File: src/rtl/keychain_pkg.sv
// Shared types and frame geometry for the keychain UART front end and expmod datapath.
package keychain_pkg;

  localparam int MSG_WIDTH   = 16;
  localparam int KEY_WIDTH   = 32;
  localparam int FRAME_BYTES = 10;

  typedef enum logic [1:0] {IDLE, START, DATA, STOP} uart_rx_state_t;

endpackage

File: src/rtl/uart_rx_byte.sv
// Bit-level 8N1 receiver: centre-samples one byte, LSB first, then flags good/bad stop bit.
// state | meaning
// IDLE  | line high, waiting for a falling edge
// START | half-bit wait, start bit re-checked to reject glitches
// DATA  | eight data bits sampled at bit centres
// STOP  | stop bit sampled at its centre, back to IDLE on that edge
module uart_rx_byte
  import keychain_pkg::*;
#(
  parameter int CLKS_PER_BIT = 868
) (
  input  logic           clk_in,
  input  logic           rst_in,
  input  logic           rx_in,
  output logic [7:0]     byte_out,
  output logic           byte_valid_out,
  output logic           stop_err_out,
  output uart_rx_state_t state_out
);

  localparam int HALF = CLKS_PER_BIT / 2;
  localparam int CW   = $clog2(CLKS_PER_BIT);

  uart_rx_state_t state;
  logic [CW-1:0]  clk_cnt;
  logic [2:0]     bit_cnt;
  logic           bit_tick;
  logic           half_tick;

  assign bit_tick  = (clk_cnt == CW'(CLKS_PER_BIT - 1));
  assign half_tick = (clk_cnt == CW'(HALF - 1));

  always_ff @(posedge clk_in or posedge rst_in) begin
    if (rst_in) begin
      state    <= IDLE;
      clk_cnt  <= '0;
      bit_cnt  <= '0;
      byte_out <= '0;
    end else begin
      case (state)
        IDLE: begin
          clk_cnt <= '0;
          bit_cnt <= '0;
          if (!rx_in) state <= START;
        end
        START: begin
          if (half_tick) begin
            clk_cnt <= '0;
            state   <= rx_in ? IDLE : DATA;
          end else begin
            clk_cnt <= clk_cnt + 1'b1;
          end
        end
        DATA: begin
          if (bit_tick) begin
            clk_cnt  <= '0;
            byte_out <= {rx_in, byte_out[7:1]};
            bit_cnt  <= bit_cnt + 1'b1;
            if (bit_cnt == 3'd7) state <= STOP;
          end else begin
            clk_cnt <= clk_cnt + 1'b1;
          end
        end
        STOP: begin
          if (bit_tick) begin
            clk_cnt <= '0;
            state   <= IDLE;
          end else begin
            clk_cnt <= clk_cnt + 1'b1;
          end
        end
        default: state <= IDLE;
      endcase
    end
  end

  // Strobes fire on the stop-sample edge so the parent can commit the byte on that same edge.
  assign byte_valid_out = (state == STOP) && bit_tick && rx_in;
  assign stop_err_out   = (state == STOP) && bit_tick && !rx_in;
  assign state_out      = state;

endmodule

File: src/rtl/uart_frame_receiver.sv
// Packs FRAME_BYTES UART bytes into one word; drops partial frames on framing error or idle timeout.
module uart_frame_receiver #(
  parameter int CLK_HZ         = 100_000_000,
  parameter int BAUD           = 115_200,
  parameter int FRAME_BYTES    = keychain_pkg::FRAME_BYTES,
  parameter int TIMEOUT_CYCLES = 2_000_000
) (
  input  logic                     clk_in,
  input  logic                     rst_in,
  input  logic                     rx_in,
  output logic [8*FRAME_BYTES-1:0] data_out,
  output logic                     valid_out,
  output logic                     busy_out,
  output logic                     framing_err_out
);

  import keychain_pkg::*;

  localparam int CLKS_PER_BIT = CLK_HZ / BAUD;
  localparam int BW           = $clog2(FRAME_BYTES);
  localparam int TW           = $clog2(TIMEOUT_CYCLES + 1);

  logic [7:0]                     rx_byte;
  logic                           byte_valid;
  logic                           stop_err;
  uart_rx_state_t                 rx_state;
  logic [BW-1:0]                  byte_cnt;
  logic [TW-1:0]                  tmo_cnt;
  logic [8*(FRAME_BYTES-1)-1:0]   frame_buf;
  logic                           rx_idle;
  logic                           start_det;
  logic                           last_byte;

  uart_rx_byte #(.CLKS_PER_BIT(CLKS_PER_BIT)) u_rx_byte (
    .clk_in         (clk_in),
    .rst_in         (rst_in),
    .rx_in          (rx_in),
    .byte_out       (rx_byte),
    .byte_valid_out (byte_valid),
    .stop_err_out   (stop_err),
    .state_out      (rx_state)
  );

  assign rx_idle   = (rx_state == IDLE);
  assign start_det = rx_idle && !rx_in;
  assign last_byte = (byte_cnt == BW'(FRAME_BYTES - 1));

  always_ff @(posedge clk_in or posedge rst_in) begin
    if (rst_in) begin
      byte_cnt        <= '0;
      tmo_cnt         <= '0;
      frame_buf       <= '0;
      data_out        <= '0;
      valid_out       <= 1'b0;
      framing_err_out <= 1'b0;
    end else begin
      valid_out       <= 1'b0;
      framing_err_out <= 1'b0;

      // The final byte goes straight to data_out, so the buffer only holds the first N-1.
      if (byte_valid) begin
        if (last_byte) begin
          data_out  <= {rx_byte, frame_buf};
          valid_out <= 1'b1;
          byte_cnt  <= '0;
        end else begin
          frame_buf[8*int'(byte_cnt) +: 8] <= rx_byte;
          byte_cnt <= byte_cnt + 1'b1;
        end
      end else if (stop_err) begin
        framing_err_out <= 1'b1;
        byte_cnt        <= '0;
      end

      // A start bit wins over an expiry on the same edge; byte_valid/stop_err never coincide with idle.
      if (start_det || !rx_idle || byte_cnt == '0) begin
        tmo_cnt <= '0;
      end else if (tmo_cnt == TW'(TIMEOUT_CYCLES - 1)) begin
        tmo_cnt  <= '0;
        byte_cnt <= '0;
      end else begin
        tmo_cnt <= tmo_cnt + 1'b1;
      end
    end
  end

  assign busy_out = !rx_idle || (byte_cnt != '0);

endmodule

File: config.mk
export PLATFORM = sky130hd
export DESIGN_NAME = uart_frame_receiver
export DESIGN_NICKNAME = d
export VERILOG_FILES = /design/src/rtl/keychain_pkg.sv /design/src/rtl/uart_rx_byte.sv /design/src/rtl/uart_frame_receiver.sv
export SDC_FILE = /design/constraint.sdc
export NUM_CORES = 1
export LEC_CHECK = 0
export CAP_MARGIN = 20
export CORE_MARGIN = 5
export CORE_UTILIZATION = 28
export DETAILED_ROUTE_END_ITERATION = 10
export SYNTH_ARGS = -nofsm -noshare
export SYNTH_HDL_FRONTEND = slang
export SYNTH_SLANG_ARGS = --single-unit
File: constraint.sdc
create_clock -name clk_in -period 7.8 [get_ports clk_in]
set_input_delay 1.56 -clock clk_in [delete_from_list [all_inputs] [get_ports clk_in]]
set_output_delay 1.56 -clock clk_in [all_outputs]
set_load 0.005 [all_outputs]
==> out/results.txt, run 1 <==
Total CTS buffers: 22
WHS Path Cells: 1
Row count: 65
Post-CTS Repair Setup Buffers: 0
Arrival @ worst endpoint: 2500 ps
Max-cap viol count: 0
CTS resizes: 0
Synthesized netlist net count: 691
DP Wirelength: 12.92 mm
Per-cell routed wire length: 15.99 µm
Final min period: 4064 ps
Post-synth EDFFs: 0
# port buffers: 85
Metal-1 WL: 8.896 mm
Worst Path Max Fanout: 19
Outcome: complete, no violations
Layout cells sized above 1: 0.1287
Final worst-path cycle share: 0.5211
GPL Wtd Cong: 0.8340
Synth-to-Final Area Change: 23.37%
Netlist cell types: 56
Max_slew headroom: 0.3569
TritonCTS clock tree: built
Vias in the first global route: 5550
Ys flop type: dfrtp_1
Final core occ: 0.3468
Clock root cell: clkbuf_16
DRC viols: 0
Die Wd: 187.3 µm
Fmax: 246.0 MHz
DR WL met2: 8.796 mm
Initial DRT Pass Iterations: 4
All-Layer GR Usage: 0.1051
Worst vdd ir: 0.1059 mV
Syn Std Cell Area: 8802 µm²
FF-to-FF path depth: 6
Kind of end point of the critical path: output port
CTS Sinks: 202
Die area: 35080 µm²
CTS HTree Levels: 1
Slew Limit Fails: 0
Pwr dens: 208.5 nW/µm²
Worst Skew: 25.88 ps
Routed length on met3: 894 µm
Leak: 5.051 nW
Max Used Layer: met5
RSZ-0062 raised after global routing: no
Clk_lat worst skew: 510 ps
Asr flop ratio synth: 1.000
1st-iter DRT viols: 301
Startpoint types: flop
Worst-path clk slew: 60 ps
Final Setup Violations: 0
Synth area leaders: dfrtp_1 (57%), mux2_1 (14%), mux2_2 (2.9%)
TNS Setup: 0 ps
Avg Cell Area, Syn: 12.98 µm²
Slew of the pin with the lowest slew margin: 964.7 ps
Initial Util: 0.2811
Post-CTS Hold Fix Bufs: 0
Worst path required time: 6240 ps
Syn Inst Count: 678
Sequential area share after synthesis: 0.5743
Final antenna-violating net count: 0
Detailed Route WL: 18.85 mm
Yosys warns: 0
Area fraction of the dominant cell type after synthesis: 0.5743
Die height: 187.3 µm
Antenna cell count: 0
Initial antenna violation count: 1
Vias per inst: 4.639
Worst setup path class: flop to output port
Global-route wire length before repair: 30.78 mm
Pin count of the biggest net entering global routing: 137
# IOs: 86
Total core area: 31310 µm²
Via count: 5469
Overflow after GRT: 0
Hold Crit Class: flop to flop
Clock Path Buffers: 3
Final nets: 774
Leading area contributor after synthesis: dfrtp_1
Final count of hold timing violations: 0
Flops & latches, synth: 202
Total design power: 0.002264 W
-- cell type report --
class,instances,area [µm²]
inverters,29,116.4
multi-input cells,416,3501
clock inverters,11,148.9
fillers,3060,20450
well taps,402,503.0
flip-flops and latches,202,5055
repair buffers,90,888.4
clock buffers,29,646.9
-- critical path, stage by stage (launching register included) --
cell,delay (ps)
dfrtp_1,490
inv_2,350
ha_1,440
nand3_1,200
clkdlybuf4s50_1,500
-- per-stage QoR --
stage / area, µm² / setup WS, ps / hold slack [ps] / cells
floorplan: 8802 / 729.3 / 447.9 / 678
global placement: 10060 / 3778 / 461.0 / 1139
detailed placement: 10060 / 3756 / 467.9 / 1139
CTS: 10860 / 3686 / 470.9 / 1179
global route: 10860 / 3554 / 500.0 / 1179
finish: 10860 / 3736 / 476.4 / 1179
-- layer usage --
layer / GRT usage / vias up
met4: 0.02190 / 2
met5: 0 / -
li1: - / 2568
met3: 0.02072 / 25
met1: 0.1456 / 2766
met2: 0.1722 / 108
-- cell families (layout without fill, tap and decap cells) --
kind of cell | Yosys count | count (layout) | share of synthesized area
buf+inv | 60 | 159 | 0.02857
xor+xnor | 24 | 24 | 0.02388
mux | 161 | 161 | 0.2099
compound gates | 26 | 26 | 0.01805
flops | 202 | 202 | 0.5743
simple gates | 195 | 195 | 0.1311
fa+ha+maj | 10 | 10 | 0.01421
-- flip-flops by register name, indices dropped and copies added (netlist names), named ones only --
register             count
byte_cnt                 4
valid_out                1
data_out                80
frame_buf               72
u_rx_byte.bit_cnt        3
framing_err_out          1
u_rx_byte.state_out      1
u_rx_byte.byte_out       8
tmo_cnt                 21
u_rx_byte.clk_cnt       10
-- synth_stat cells (6+ instances only) --
| cell type | instances |
|---|---|
| and4_1 | 7 |
| mux2_2 | 23 |
| buf_2 | 12 |
| xor2_1 | 19 |
| ha_1 | 10 |
| clkbuf_1 | 14 |
| nor3_1 | 34 |
| dfrtp_1 | 202 |
| mux2_4 | 15 |
| nand2_1 | 24 |
| or3_1 | 8 |
| mux2i_1 | 17 |
| nor2_1 | 40 |
| inv_1 | 26 |
| a21oi_1 | 11 |
| mux2_1 | 106 |
| nand4_1 | 17 |
| nand3_1 | 20 |
| o21ai_0 | 6 |
-- layout by cell type, fill, tap and decap left out, types with 2 or more instances in the layout --
| master | Yosys | routed |
|---|---|---|
| dfrtp_1 | 202 | 202 |
| mux2_1 | 106 | 106 |
| clkdlybuf4s50_1 | 0 | 85 |
| nor2_1 | 40 | 40 |
| nor3_1 | 34 | 34 |
| inv_1 | 26 | 25 |
| nand2_1 | 24 | 24 |
| mux2_2 | 23 | 23 |
| clkbuf_16 | 0 | 22 |
| nand3_1 | 20 | 20 |
| xor2_1 | 19 | 19 |
| mux2i_1 | 17 | 17 |
| nand4_1 | 17 | 17 |
| mux2_4 | 15 | 15 |
| a21oi_1 | 11 | 11 |
| ha_1 | 10 | 10 |
| or3_1 | 8 | 7 |
| and4_1 | 7 | 7 |
| clkbuf_8 | 0 | 7 |
| o21ai_0 | 6 | 6 |
| and3_1 | 5 | 5 |
| xnor2_1 | 5 | 5 |
| nor4_1 | 5 | 5 |
| buf_4 | 1 | 5 |
| and2_1 | 4 | 4 |
| nor4_4 | 4 | 4 |
| clkinv_2 | 0 | 4 |
| nand2b_1 | 3 | 3 |
| nand4b_1 | 3 | 3 |
| bufinv_16 | 0 | 3 |
| clkinvlp_4 | 0 | 3 |
| nand3_2 | 2 | 2 |
| inv_2 | 2 | 2 |
| a21o_1 | 2 | 2 |
| nand4bb_1 | 2 | 2 |
| nor3b_1 | 2 | 2 |
| or4_1 | 2 | 2 |
-- power breakdown --
group | internal, W | total (W) | switching, W
clock network | 0.000685 | 0.00111 | 0.000423
logic | 0.0000252 | 0.0000816 | 0.0000564
registers | 0.00106 | 0.00108 | 0.0000182
-- worst paths after layout --
check / startpoint / endpoint / slack [ps]
setup / recovery: byte_cnt[0] / busy_out / 3740
hold / removal: frame_buf[66] / data_out[66] / 480
setup reg to reg: byte_cnt[0] / frame_buf[7] / 4400
hold reg to reg: frame_buf[66] / data_out[66] / 480
max in group asynchronous: rst_in / frame_buf[55] / 4730
min in group asynchronous: rst_in / framing_err_out / 1630
Note: power is estimated with default switching activity, not from simulation.
==> inputs of run 2 (changes only) <==
Clock period 7.8 ns to 3.83 ns, I/O delays scaled along.
==> out/results.txt, run 2 (synthesis gave the netlist of run 1 again) <==
CTS HTree Levels: 1 (unchanged)
TNS Setup: 0 ps (unchanged)
Final core occ: 0.3465 (was 0.3468)
Fmax: 301.1 MHz
All-Layer GR Usage: 0.1101 (was 0.1051)
Worst Skew: 18.77 ps (was 25.88 ps)
Vias per inst: 4.558 (was 4.639)
Antenna cell count: 0 (unchanged)
GPL Wtd Cong: 0.8159 (was 0.8340)
RSZ-0062 raised after global routing: no (unchanged)
Met3 Use GR: 0.02986 (was 0.02072)
GRT met2 Usage: 0.1792 (was 0.1722)
Layout cells sized above 1: 0.1287 (about the same)
Fill cells: 3060 (unchanged)
Final worst-path cycle share: 0.8672
Buf+Inv Stages, Crit Path: 2 (unchanged)
Initial antenna violation count: 1 (unchanged)
Die height: 187.3 µm (unchanged)
Row count: 65 (unchanged)
Initial Util: 0.2811 (unchanged)
Slowest CP cell: clkdlybuf4s50_1 (unchanged)
Post-Layout Inst Area: 10850 µm² (was 10860 µm²)
Worst setup path class: flop to output port (unchanged)
Die area: 35080 µm² (unchanged)
DP Wirelength: 13.18 mm (was 12.92 mm)
Final min period: 3321 ps
Post-CTS Hold Fix Bufs: 0 (unchanged)
Global Route met1 Usage: 0.1480 (was 0.1456)
Clk_lat worst skew: 510 ps (about the same)
Max_slew headroom: 0.5661 (was 0.3569)
Kind of end point of the critical path: output port (unchanged)
Synth-to-Final Area Change: 23.27% (was 23.37%)
Detailed Route WL: 19.12 mm (was 18.85 mm)
Placement Cell Area: 10160 µm² (was 10060 µm²)
TritonCTS clock tree: built (unchanged)
# port buffers: 85 (unchanged)
Storage cell area: 5055 µm² (unchanged)
Final nets: 783 (was 774)
Overflow after GRT: 0 (unchanged)
Biggest register: data_out (unchanged)
Worst Path Max Fanout: 19 (unchanged)
Most common cell after layout, fill and taps aside: dfrtp_1 (unchanged)
Initial DRT Pass Iterations: 4 (unchanged)
1st-iter DRT viols: 330 (was 301)
Final count of hold timing violations: 0 (unchanged)
Arrival @ worst endpoint: 2560 ps (was 2500 ps)
Crit-path cells: inv_2 > ha_1 > nand3_1 > clkdlybuf4s50_1 (unchanged)
Pwr dens: 404.8 nW/µm² (was 208.5 nW/µm²)
Critical path's top delay family: buffers and inverters (unchanged)
Global-route wire length before repair: 31.97 mm (was 30.78 mm)
Worst-path clk slew: 60 ps (about the same)
Startpoint types: flop (unchanged)
Hold Crit Class: flop to flop (unchanged)
Post-CTS Repair Setup Buffers: 0 (unchanged)
Multi-input gate area: 3501 µm² (unchanged)
Outcome: complete, no violations (unchanged)
GR peak layer: met2 (unchanged)
# IOs: 86 (unchanged)
Total CTS buffers: 23 (was 22)
Critical path's largest stage delay: 520 ps (was 500 ps)
Pin count of the biggest net entering global routing: 102 (was 137)
Worst slack, placed: 627.3 ps (was 3756 ps)
Via count: 5410 (was 5469)
Biggest regs: data_out (80), frame_buf (72), tmo_cnt (21) (unchanged)
Commonest cells after routing, fill and taps aside: dfrtp_1 (202), mux2_1 (106), clkdlybuf4s50_1 (85) (unchanged)
Total core area: 31310 µm² (unchanged)
Slew of the pin with the lowest slew margin: 646.1 ps (was 964.7 ps)
CTS resizes: 0 (unchanged)
Worst vdd ir: 0.2135 mV (was 0.1059 mV)
Leak: 5.054 nW (was 5.051 nW)
Final worst slack: 508.6 ps (was 3736 ps)
CTS Sinks: 202 (unchanged)
Per-cell routed wire length: 16.11 µm (was 15.99 µm)
Die Wd: 187.3 µm (unchanged)
Final antenna-violating net count: 0 (unchanged)
Clock Path Buffers: 3 (unchanged)
DRC viols: 0 (unchanged)
Slew Limit Fails: 0 (unchanged)
Vias in the first global route: 5605 (was 5550)
Max-cap viol count: 0 (unchanged)
Worst path required time: 3060 ps (was 6240 ps)
Clock root cell: clkbuf_16 (unchanged)
Largest register FFs: 80 (unchanged)
Final Setup Violations: 0 (unchanged)
-- run 2: layout make-up --
type | count | share of cell area
multi-input combinational | 416 | 0.3226
clock inverter | 6 | 0.003344
clock buffer | 34 | 0.06054
inverter | 29 | 0.01038
sequential | 202 | 0.4659
tap | 402 | 0.04636
timing repair buffer | 98 | 0.09087
-- run 2: final timing paths --
| path | from | to | slack [ps] | cells past startpoint |
|---|---|---|---|---|
| worst max-delay path | byte_cnt[0] | busy_out | 510 | 4 |
| worst max register to register | byte_cnt[0] | frame_buf[17] | 790 | 6 |
| worst min register to register | frame_buf[71] | data_out[71] | 470 | 1 |
| min in group asynchronous | rst_in | frame_buf[5] | 580 | 2 |
| worst min-delay path | frame_buf[71] | data_out[71] | 470 | 1 |
| max in group asynchronous | rst_in | byte_cnt[2] | 2400 | 3 |
-- run 2: stage by stage --
| stage | cells | hold WS (ps) | total power, W |
|---|---|---|---|
| after global routing | 1187 | 500.8 | 0.004597 |
| after CTS | 1187 | 482.0 | 0.004471 |
| after floorplan | 678 | 447.9 | 0.002347 |
| after detailed placement | 1147 | 469.3 | 0.002416 |
| final | 1187 | 474.6 | 0.004393 |
| after global placement | 1147 | 461.9 | 0.002414 |
-- run 2: power by group --
group / internal, W / switching, W / leakage (nW) / total [W]
clock network: 0.00118 / 0.000838 / 0.340 / 0.00202
registers: 0.00215 / 0.0000368 / 2.77 / 0.00219
logic: 0.0000623 / 0.000119 / 1.95 / 0.000181
total: 0.00340 / 0.000994 / 5.05 / 0.00439
-- run 2: layer usage --
metal  routed length, µm  up-vias
met3                1161       26
met2                8960       97
met1                8721     2707
met4                 267        2
li1                    -     2578
met5                  13        -
==> inputs of run 3 (changes only) <==
Settings changed: ABC_CLOCK_PERIOD_IN_PS set to 3830, CTS_CLUSTER_DIAMETER set to 80.
==> results of run 3 <==
No change in the layout: final DEF, timing and power equal those of run 2.
